$ cat src/rtl/tft_bus_arbiter_if.sv
// Bus bundle between the TFT requesters / byte transmitter and tft_bus_arbiter.
// The slave modport is the arbiter's view; master is the requester/transmitter side.
interface tft_bus_arbiter_if #(
   parameter int NUM_REQ = 3
);
   logic [NUM_REQ-1:0]   req;
   logic [NUM_REQ-1:0]   req_tx;
   logic [NUM_REQ-1:0]   req_dc;
   logic [8*NUM_REQ-1:0] req_data;
   logic [NUM_REQ-1:0]   req_busy;
   logic [NUM_REQ-1:0]   gnt;
   logic                 err_drop;
   logic                 tft_busy;
   logic                 tft_dc;
   logic [7:0]           tft_data;
   logic                 tft_transmit;

   modport slave (
      input  req, req_tx, req_dc, req_data, tft_busy,
      output req_busy, gnt, err_drop, tft_dc, tft_data, tft_transmit
   );

   modport master (
      output req, req_tx, req_dc, req_data, tft_busy,
      input  req_busy, gnt, err_drop, tft_dc, tft_data, tft_transmit
   );
endinterface

$ cat src/rtl/tft_bus_arbiter.sv
// Burst arbiter sharing one TFT byte transmitter among NUM_REQ requesters (round robin).
// Define TFT_ARB_INIT_PRIO_EN for fixed lowest-index-wins priority instead.
module tft_bus_arbiter #(
   parameter int NUM_REQ = 3,
   parameter int IDX_W   = 2
) (
   input  logic               clk,
   input  logic               rst,
   tft_bus_arbiter_if.slave   bus
);

   typedef enum logic [1:0] {IDLE, GRANT, DRAIN} state_t;

   state_t               state_q, state_d;
   logic [NUM_REQ-1:0]   gnt_q, gnt_d;
   logic [IDX_W-1:0]     owner_q, owner_d;
   logic [IDX_W-1:0]     last_q, last_d;
   logic                 tft_dc_q, tft_dc_d;
   logic [7:0]           tft_data_q, tft_data_d;
   logic                 tft_transmit_q, tft_transmit_d;
   logic                 err_drop_q, err_drop_d;

   logic [NUM_REQ-1:0]   req_busy;
   logic                 line_free;
   logic                 accept;
   logic [IDX_W-1:0]     pick;
   logic                 pick_vld;
   int                   scan_idx;

   // The transmit term covers the cycle before the transmitter raises tft_busy.
   assign line_free = ~bus.tft_busy & ~tft_transmit_q;
   assign req_busy  = ~gnt_q | {NUM_REQ{~line_free | (state_q == DRAIN)}};
   assign accept    = (state_q == GRANT) & bus.req_tx[owner_q] & line_free;

   always_comb begin
      pick     = '0;
      pick_vld = 1'b0;
      scan_idx = 0;
`ifdef TFT_ARB_INIT_PRIO_EN
      for (int i = NUM_REQ - 1; i >= 0; i--) begin
         if (bus.req[i]) begin
            pick     = IDX_W'(i);
            pick_vld = 1'b1;
         end
      end
`else
      // Descending scan so the requester nearest after last is the final (winning) hit.
      for (int k = NUM_REQ; k >= 1; k--) begin
         scan_idx = (int'(last_q) + k) % NUM_REQ;
         if (bus.req[scan_idx]) begin
            pick     = IDX_W'(scan_idx);
            pick_vld = 1'b1;
         end
      end
`endif
   end

   always_comb begin
      state_d        = state_q;
      gnt_d          = gnt_q;
      owner_d        = owner_q;
      last_d         = last_q;
      tft_dc_d       = tft_dc_q;
      tft_data_d     = tft_data_q;
      tft_transmit_d = accept;
      err_drop_d     = |(bus.req_tx & req_busy);

      if (accept) begin
         tft_dc_d   = bus.req_dc[owner_q];
         tft_data_d = bus.req_data[8*owner_q +: 8];
      end

      case (state_q)
         IDLE: begin
            if (pick_vld) begin
               gnt_d       = '0;
               gnt_d[pick] = 1'b1;
               owner_d     = pick;
               state_d     = GRANT;
            end
         end
         GRANT: begin
            // A strobe accepted as req drops still needs its byte drained.
            if (!bus.req[owner_q]) begin
               if (line_free && !accept) begin
                  gnt_d   = '0;
                  last_d  = owner_q;
                  state_d = IDLE;
               end else begin
                  state_d = DRAIN;
               end
            end
         end
         DRAIN: begin
            if (line_free) begin
               gnt_d   = '0;
               last_d  = owner_q;
               state_d = IDLE;
            end
         end
         default: state_d = IDLE;
      endcase
   end

   always_ff @(posedge clk) begin
      if (rst) begin
         state_q        <= IDLE;
         gnt_q          <= '0;
         owner_q        <= '0;
         last_q         <= IDX_W'(NUM_REQ - 1);
         tft_dc_q       <= 1'b0;
         tft_data_q     <= 8'h00;
         tft_transmit_q <= 1'b0;
         err_drop_q     <= 1'b0;
      end else begin
         state_q        <= state_d;
         gnt_q          <= gnt_d;
         owner_q        <= owner_d;
         last_q         <= last_d;
         tft_dc_q       <= tft_dc_d;
         tft_data_q     <= tft_data_d;
         tft_transmit_q <= tft_transmit_d;
         err_drop_q     <= err_drop_d;
      end
   end

   assign bus.req_busy     = req_busy;
   assign bus.gnt          = gnt_q;
   assign bus.err_drop     = err_drop_q;
   assign bus.tft_dc       = tft_dc_q;
   assign bus.tft_data     = tft_data_q;
   assign bus.tft_transmit = tft_transmit_q;

endmodule

$ cat src/flat_wrapper.sv
// flat-port wrapper written by rule: the top's interface ports become plain ports
module tft_bus_arbiter_flat 
#(
   parameter int NUM_REQ = 3,
   parameter int IDX_W   = 2
)
  (clk, rst, bus_req, bus_req_tx, bus_req_dc, bus_req_data, bus_tft_busy, bus_req_busy, bus_gnt, bus_err_drop, bus_tft_dc, bus_tft_data, bus_tft_transmit);
  tft_bus_arbiter_if #(.NUM_REQ(NUM_REQ)) bus_i ();
  input  logic clk;
  input  logic rst;
  input wire logic [$bits(bus_i.req)-1:0] bus_req;
  input wire logic [$bits(bus_i.req_tx)-1:0] bus_req_tx;
  input wire logic [$bits(bus_i.req_dc)-1:0] bus_req_dc;
  input wire logic [$bits(bus_i.req_data)-1:0] bus_req_data;
  input wire logic [$bits(bus_i.tft_busy)-1:0] bus_tft_busy;
  output wire logic [$bits(bus_i.req_busy)-1:0] bus_req_busy;
  output wire logic [$bits(bus_i.gnt)-1:0] bus_gnt;
  output wire logic [$bits(bus_i.err_drop)-1:0] bus_err_drop;
  output wire logic [$bits(bus_i.tft_dc)-1:0] bus_tft_dc;
  output wire logic [$bits(bus_i.tft_data)-1:0] bus_tft_data;
  output wire logic [$bits(bus_i.tft_transmit)-1:0] bus_tft_transmit;
  assign bus_i.req = bus_req;
  assign bus_i.req_tx = bus_req_tx;
  assign bus_i.req_dc = bus_req_dc;
  assign bus_i.req_data = bus_req_data;
  assign bus_i.tft_busy = bus_tft_busy;
  assign bus_req_busy = bus_i.req_busy;
  assign bus_gnt = bus_i.gnt;
  assign bus_err_drop = bus_i.err_drop;
  assign bus_tft_dc = bus_i.tft_dc;
  assign bus_tft_data = bus_i.tft_data;
  assign bus_tft_transmit = bus_i.tft_transmit;
  tft_bus_arbiter #(.NUM_REQ(NUM_REQ), .IDX_W(IDX_W)) u_core (.clk(clk), .rst(rst), .bus(bus_i));
endmodule
$ cat config.mk
export PLATFORM = sky130hd
export DESIGN_NAME = tft_bus_arbiter_flat
export DESIGN_NICKNAME = d
export VERILOG_FILES = /design/src/rtl/tft_bus_arbiter_if.sv /design/src/rtl/tft_bus_arbiter.sv /design/src/flat_wrapper.sv
export SDC_FILE = /design/constraint.sdc
export NUM_CORES = 1
export LEC_CHECK = 0
export ABC_AREA = 1
export ABC_CLOCK_PERIOD_IN_PS = 2400
export CAP_MARGIN = 25
export CORE_MARGIN = 10
export CORE_UTILIZATION = 43
export CTS_CLUSTER_DIAMETER = 60
export DETAILED_ROUTE_END_ITERATION = 12
export MAX_ROUTING_LAYER = met4
export PLACE_DENSITY = 0.81
export SYNTH_ARGS = -nofsm -noshare
export SYNTH_HDL_FRONTEND = slang
export SYNTH_SLANG_ARGS = --single-unit
$ cat constraint.sdc
create_clock -name clk -period 2.4 [get_ports clk]
set_clock_uncertainty 0.15 [all_clocks]
set_input_delay 0.48 -clock clk [delete_from_list [all_inputs] [get_ports clk]]
set_output_delay 0.48 -clock clk [all_outputs]
set_load 0.01 [all_outputs]
==> results of run 1 <==
==> synthesized netlist by cell type <==
master	instances
inv_2	3
o21ai_0	18
buf_1	1
inv_1	22
o21ai_1	1
clkbuf_1	4
dfxtp_1	20
o21ai_2	1
nor3_1	1
nand2_1	53
or2_1	1
buf_4	1
nand2_2	2
buf_6	1
a21oi_2	1
a211oi_1	1
nand3_1	22
a31oi_1	9
a21oi_1	8
nor2_2	2
ha_1	8
nor2_1	28
==> final timing paths <==
| check | start | to | slack [ns] | cells past startpoint |
|---|---|---|---|---|
| max | u_core.state_q[0] | bus_req_busy[1] | 0.07 | 5 |
| min | u_core.state_q[0] | u_core.state_q[0] | 0.35 | 2 |
| min reg2reg | u_core.state_q[0] | u_core.state_q[0] | 0.35 | 2 |
| max reg2reg | u_core.last_q[0] | u_core.bus.gnt[0] | 0.40 | 12 |
==> stage by stage <==
step	total power [uW]	cells	cell area [sq um]	worst slack [ns]	hold WS, ns
floorplan	1271	208	1299	0.6563	0.3235
detailed placement	1613	288	1851	0.008994	0.3349
global route	1969	291	1878	0.001676	0.3603
finish	1769	291	1878	0.07439	0.3453
global placement	1595	288	1851	0.08836	0.3292
CTS	1779	291	1872	0.0003649	0.3514
==> logic make-up (layout without fill, tap and decap cells) <==
group | Yosys count | count (layout) | synth area share, %
simple gates | 109 | 109 | 34.68
fa+ha+maj | 8 | 8 | 7.707
compound gates | 39 | 39 | 16.67
buf+inv | 32 | 84 | 10.12
flops | 20 | 20 | 30.83
==> critical path, stage by stage (launching register included) <==
cell	delay [ns]
dfxtp_2	0.37
inv_1	0.06
ha_1	0.23
inv_1	0.12
nand3_1	0.11
clkdlybuf4s50_1	0.49
==> layout make-up <==
class                   instances  area, sq um
clock buffers                   3        22.52
fillers                       266        950.9
inverters                      25        93.84
multi-input cells             156        769.5
flip-flops and latches         20        401.6
well taps                      31        38.79
repair buffers                 56        551.8
==> state kept, by name (all words and copies together), names as in the netlist <==
signal	count
u_core.bus.gnt	3
u_core.bus.tft_dc	1
u_core.bus.tft_data	8
u_core.bus.err_drop	1
u_core.state_q	2
u_core.bus.tft_transmit	1
u_core.last_q	2
u_core.owner_q	2
==> power groups by stage <==
stage                     logic, uW  clock network, uW  registers, uW
final                          1130                165            475
after global routing           1300                178            490
after CTS                      1130                171            474
after detailed placement       1130                  0            481
after global placement         1120                  0            478
after floorplan                 778                  0            493
==> layer usage <==
layer	up-vias	part of all wire, %	GRT usage [%]
li1	778	-	-
met1	625	44	15.79
met2	50	47	23.43
met3	5	7.2	3.417
met4	0	1.1	3.782
met5	-	0	-
==> impl_metrics.csv, run 1 <==
group,metric,value,unit
run_status,outcome,"complete, no violations",
clock_network,ctsLongestPathBuffers,2,
finish,fin_nets,306,
floorplan,rows,19,
floorplan,ios,53,
clock_network,cts_hold_buf,0,
finish,layout-drive-gt1-share,6.923,%
floorplan,core_area,0.002829,sq mm
route,ant_nets,0,
route,drt_wl_total,3.746,mm
route,route.detailed.drc,0,
floorplan,fp.dieH,74.96,um
floorplan,die_x,74.96,um
timing,setup_tns,0,ns
power_and_ir_drop,ir_drop,0.4466,mV
route,vias,1458,
critical_path,crit_path_end_kind,"output pin",
global_route,grt_pass1_vias,1395,
global_route,grt_usage,13.82,%
clock_network,cts_htree_levels,1,
synth,syn-cell-area,0.001299,sq mm
placed_design,port_buffers,52,
global_route,antenna_found_initial,0,
timing,hold_viol,0,
route,routedWlPerCell,12.87,um
global_route,grt-ovfl-total,0,
placed_design,dp.final_hpwl,3.055,mm
critical_path,worst_ep_arrival_time,1.70,ns
power_and_ir_drop,intPower,939.3,uW
power_and_ir_drop,power_density,941.7,mW/mm^2
floorplan,dieArea,0.005618,sq mm
clock_network,clkTransAtPathRegs,0.11,ns
synth,synth_top_area_share,30.83,%
timing,period_minus_slack,2.326,ns
synth,netlist_instances,208,
min_path,hp-class,"reg2reg",
timing,worstMarginPinSlew,0.4577,ns
timing,slew_headroom,69.38,%
clock_network,postCtsResizedCells,1,
critical_path,cp_max_fo,4,
power_and_ir_drop,p_switching,829.2,uW
critical_path,crit_required,1.77,ns
finish,diodes,0,
synth,synth_warnings,0,
clock_network,cts_buffers,3,
synth,synth_cell_type_count,22,
synth,ys_seq_area_share,30.83,%
timing,slew_violations,0,
power_and_ir_drop,seq_power_share,26.8,%
synth,yosysTopAreaCell,"dfxtp_1",
global_route,grt_pass1_wl,6.072,mm
synth,syn_nets,252,
timing,rsz0062_at_grt,"no",
clock_network,cts_root_buf,"clkbuf_4",
power_and_ir_drop,p_clk_share,9.3,%
finish,mostFrequentLayoutCell,"nand2_1",
clock_network,cts_tree,"done",
clock_network,cts_setup_buffers,0,
finish,fin_util,66.39,%
timing,max_freq,430.0,MHz
global_route,grt_max_degree,19,
timing,setup_viol,0,
power_and_ir_drop,p_leak,0.0008693,uW
clock_network,clk_latency,0.31,ns
floorplan,initial_utilization,45.91,%
finish,most-common-layout-cells,"53 x nand2_1, 50 x clkdlybuf4s50_1, 27 x nor2_1",
power_and_ir_drop,power.share.combinational,63.8,%
synth,synthTopCellsByArea,"dfxtp_1 31%, nand2_1 15%, nand3_1 8.5%",
job,drv_cap,0,
clock_network,cts.sinks,20,
critical_path,crit_type,"reg2out",
finish,area_growth,44.60,%
synth,postSynthAreaPerCell,6.244,sq um
placed_design,gp_congestion,0.8388,
route,viasPerCell,5.010,
power_and_ir_drop,p_sw_share,46.89,%
critical_path,start_kind,"register",
synth,synth.ff_latch_count,20,
timing,finalCritPeriodShare,96.90,%
route,drt_first_pass_iters,4,
route,first_iter_violations,95,
No activity file was read; power rests on OpenSTA's default activity.
==> inputs of run 2 (changes only) <==
--- a/config.mk
+++ b/config.mk
@@ -8,7 +8,6 @@
 export ABC_AREA = 1
 export ABC_CLOCK_PERIOD_IN_PS = 2400
 export CAP_MARGIN = 25
-export CORE_MARGIN = 10
 export CORE_UTILIZATION = 43
 export CTS_CLUSTER_DIAMETER = 60
 export DETAILED_ROUTE_END_ITERATION = 12
==> run 2 against run 1 <==
Against the previous run: the run now ends with DRC left; non-clock buffer count did not move; via count rose by 0.82%; utilization rose by 1.1 points; first-iteration DRC count fell by 31%; sequential cell count did not move; cell area rose by 0.80%; count of clock-buffer cells in the layout rose by 1; critical endpoint is now bus_req_busy[0].
==> impl_metrics.csv, run 2 (synthesis results as in run 1) <==
group,metric,value,unit
global_route,antenna_found_initial,0,
route,drt_wl_total,3.226,mm
finish,layout-drive-gt1-share,6.897,%
timing,slew_violations,0,
critical_path,crit_path_end_kind,"output pin",
route,wl_met3,208,um
critical_path,crit_path_max_incr_delay,0.49,ns
finish,largest_reg_flops,8,
critical_path,rr_startpoint,"u_core.last_q[0]",
route,wirelength_met1,1.431,mm
critical_path,cp_max_fo,4,
clock_network,cts_buffers,3,
clock_network,cts_htree_levels,1,
clock_network,cts_setup_buffers,0,
critical_path,crit_buf_inv,2,
floorplan,ios,53,
clock_network,cts_tree,"done",
critical_path,crit_type,"in2out",
clock_network,cts.sinks,20,
placed_design,post-place-ws,0.07939,ns
route,route.detailed.drc,7,
clock_network,clk_latency,0.30,ns
route,first_iter_violations,66,
clock_network,cts_hold_buf,0,
placed_design,port_buffers,52,
placed_design,gp_congestion,0.8963,
route,routedWlPerCell,11.05,um
route,wl_met2,1.546,mm
route,viasPerCell,5.034,
route,vias,1470,
placed_design,placed_cell_area,0.001851,sq mm
critical_path,critical-path-slowest-cell,"clkdlybuf4s50_1",
floorplan,die_x,56.96,um
finish,most-common-layout-cells,"53 x nand2_1, 50 x clkdlybuf4s50_1, 28 x nor2_1",
power_and_ir_drop,ir_drop,0.4204,mV
min_path,hold_path_end,"u_core.bus.gnt[0]",
critical_path,crit_family,"buffers and inverters",
finish,diodes,0,
power_and_ir_drop,p_leak,0.0008781,uW
timing,hold_slack,0.3444,ns
finish,design_area,0.001893,sq mm
min_path,whs_path_depth,2,
critical_path,start_kind,"input pin",
clock_network,postCtsResizedCells,0,
min_path,hp-class,"reg2reg",
global_route,grt-ovfl-total,0,
run_status,failed_checks,"DRC",
critical_path,worst_ep_arrival_time,1.69,ns
finish,num-fill-cells,276,
timing,rsz0062_at_grt,"no",
timing,setup_tns,0,ns
min_path,holdCritStartpoint,"u_core.bus.gnt[0]",
clock_network,cts_root_buf,"clkbuf_4",
floorplan,rows,19,
timing,worst_slack,0.07788,ns
timing,hold_viol,0,
floorplan,initial_utilization,46.30,%
global_route,grt_usage,22.39,%
finish,area_growth,45.76,%
global_route,grt_pass1_vias,1402,
critical_path,worstReg2RegEnd,"u_core.state_q[1]",
critical_path,crit_required,1.77,ns
power_and_ir_drop,power_density,943.9,mW/mm^2
critical_path,reg2reg_depth,12,
global_route,grt_pass1_wl,5.637,mm
timing,worstMarginPinSlew,0.3366,ns
floorplan,fp.dieH,56.96,um
global_route,grt_max_degree,19,
route,dr.max_layer_used,"met4",
timing,slew_headroom,77.54,%
route,drt_first_pass_iters,8,
timing,max_freq,430.6,MHz
critical_path,worstPathCellList,"clkdlybuf4s50_1 -> nor2_1 -> nand3_1 -> clkdlybuf4s50_1",
floorplan,dieArea,0.003244,sq mm
timing,setup_viol,0,
job,drv_cap,0,
critical_path,crit_top_cell,"clkdlybuf4s50_1",
placed_design,dp.final_hpwl,2.574,mm
clock_network,clkTransAtPathRegs,0.11,ns
clock_network,ctsLongestPathBuffers,2,
critical_path,reg2reg_slack,0.40,ns
finish,mostFrequentLayoutCell,"nand2_1",
timing,period_minus_slack,2.322,ns
finish,fin_nets,306,
timing,finalCritPeriodShare,96.75,%
run_status,outcome,"complete, but fails checks",
power_and_ir_drop,power.total,1787,uW
route,ant_nets,0,
floorplan,core_area,0.002805,sq mm
run 2: cell types whose count changed in the layout (fill, tap and decap cells not counted):
cell            change
clkbuf_8            +1
dlygate4sd2_1       -1
dlymetal6s2s_1      +1
nor2_1              +1
nor2_2              -1
run 2: power by group:
part | switching [uW] | internal (uW)
combinational | 650 | 464
sequential | 61.8 | 417
clock | 102 | 92.5
total | 814 | 973
run 2: layout make-up:
class                           instances  area (sq um)  area share, %
Multi-Input combinational cell        156         767.0          40.52
Timing Repair Buffer                   56         555.5          29.35
Sequential cell                        20         401.6          21.22
Inverter                               25         93.84          4.957
Tap cell                               31         38.79          2.049
Clock buffer                            4         36.28          1.917
run 2: layer usage:
metal | GRT usage, % | vias up
met4 | 7.666 | 0
met2 | 37.82 | 48
met5 | - | -
li1 | - | 781
met3 | 4.082 | 6
met1 | 26.81 | 635
run 2: worst register-to-register path, delay by kind of cell, from the launching register on:
kind	cells	cell delay, ns
adder cells (fa/ha/maj)	1	0.36
buffers and inverters	2	0.14
AND/OR/NAND/NOR	7	0.69
AO/OA/AOI/OAI	2	0.23
flip-flops	1	0.37
run 2: how the worst max path moves through the flow:
stage / from / cells after the start / end / slack, ns
2_1_floorplan: u_core.last_q[0] / 12 / u_core.bus.gnt[0] / 0.66
3_3_place_gp: bus_tft_busy / 4 / bus_req_busy[0] / 0.1
4_1_cts: u_core.state_q[0] / 5 / bus_req_busy[1] / 0.04
3_5_place_dp: bus_tft_busy / 4 / bus_req_busy[1] / 0.08
6_report: bus_tft_busy / 4 / bus_req_busy[0] / 0.08
5_1_grt: u_core.state_q[0] / 5 / bus_req_busy[0] / 0.02
run 2: per-stage QoR:
stage,cells,utilization (%)
6_report,292,67.48
5_1_grt,292,67.48
4_1_cts,292,67.26
3_5_place_dp,288,65.97
3_3_place_gp,288,65.97
2_1_floorplan,208,-
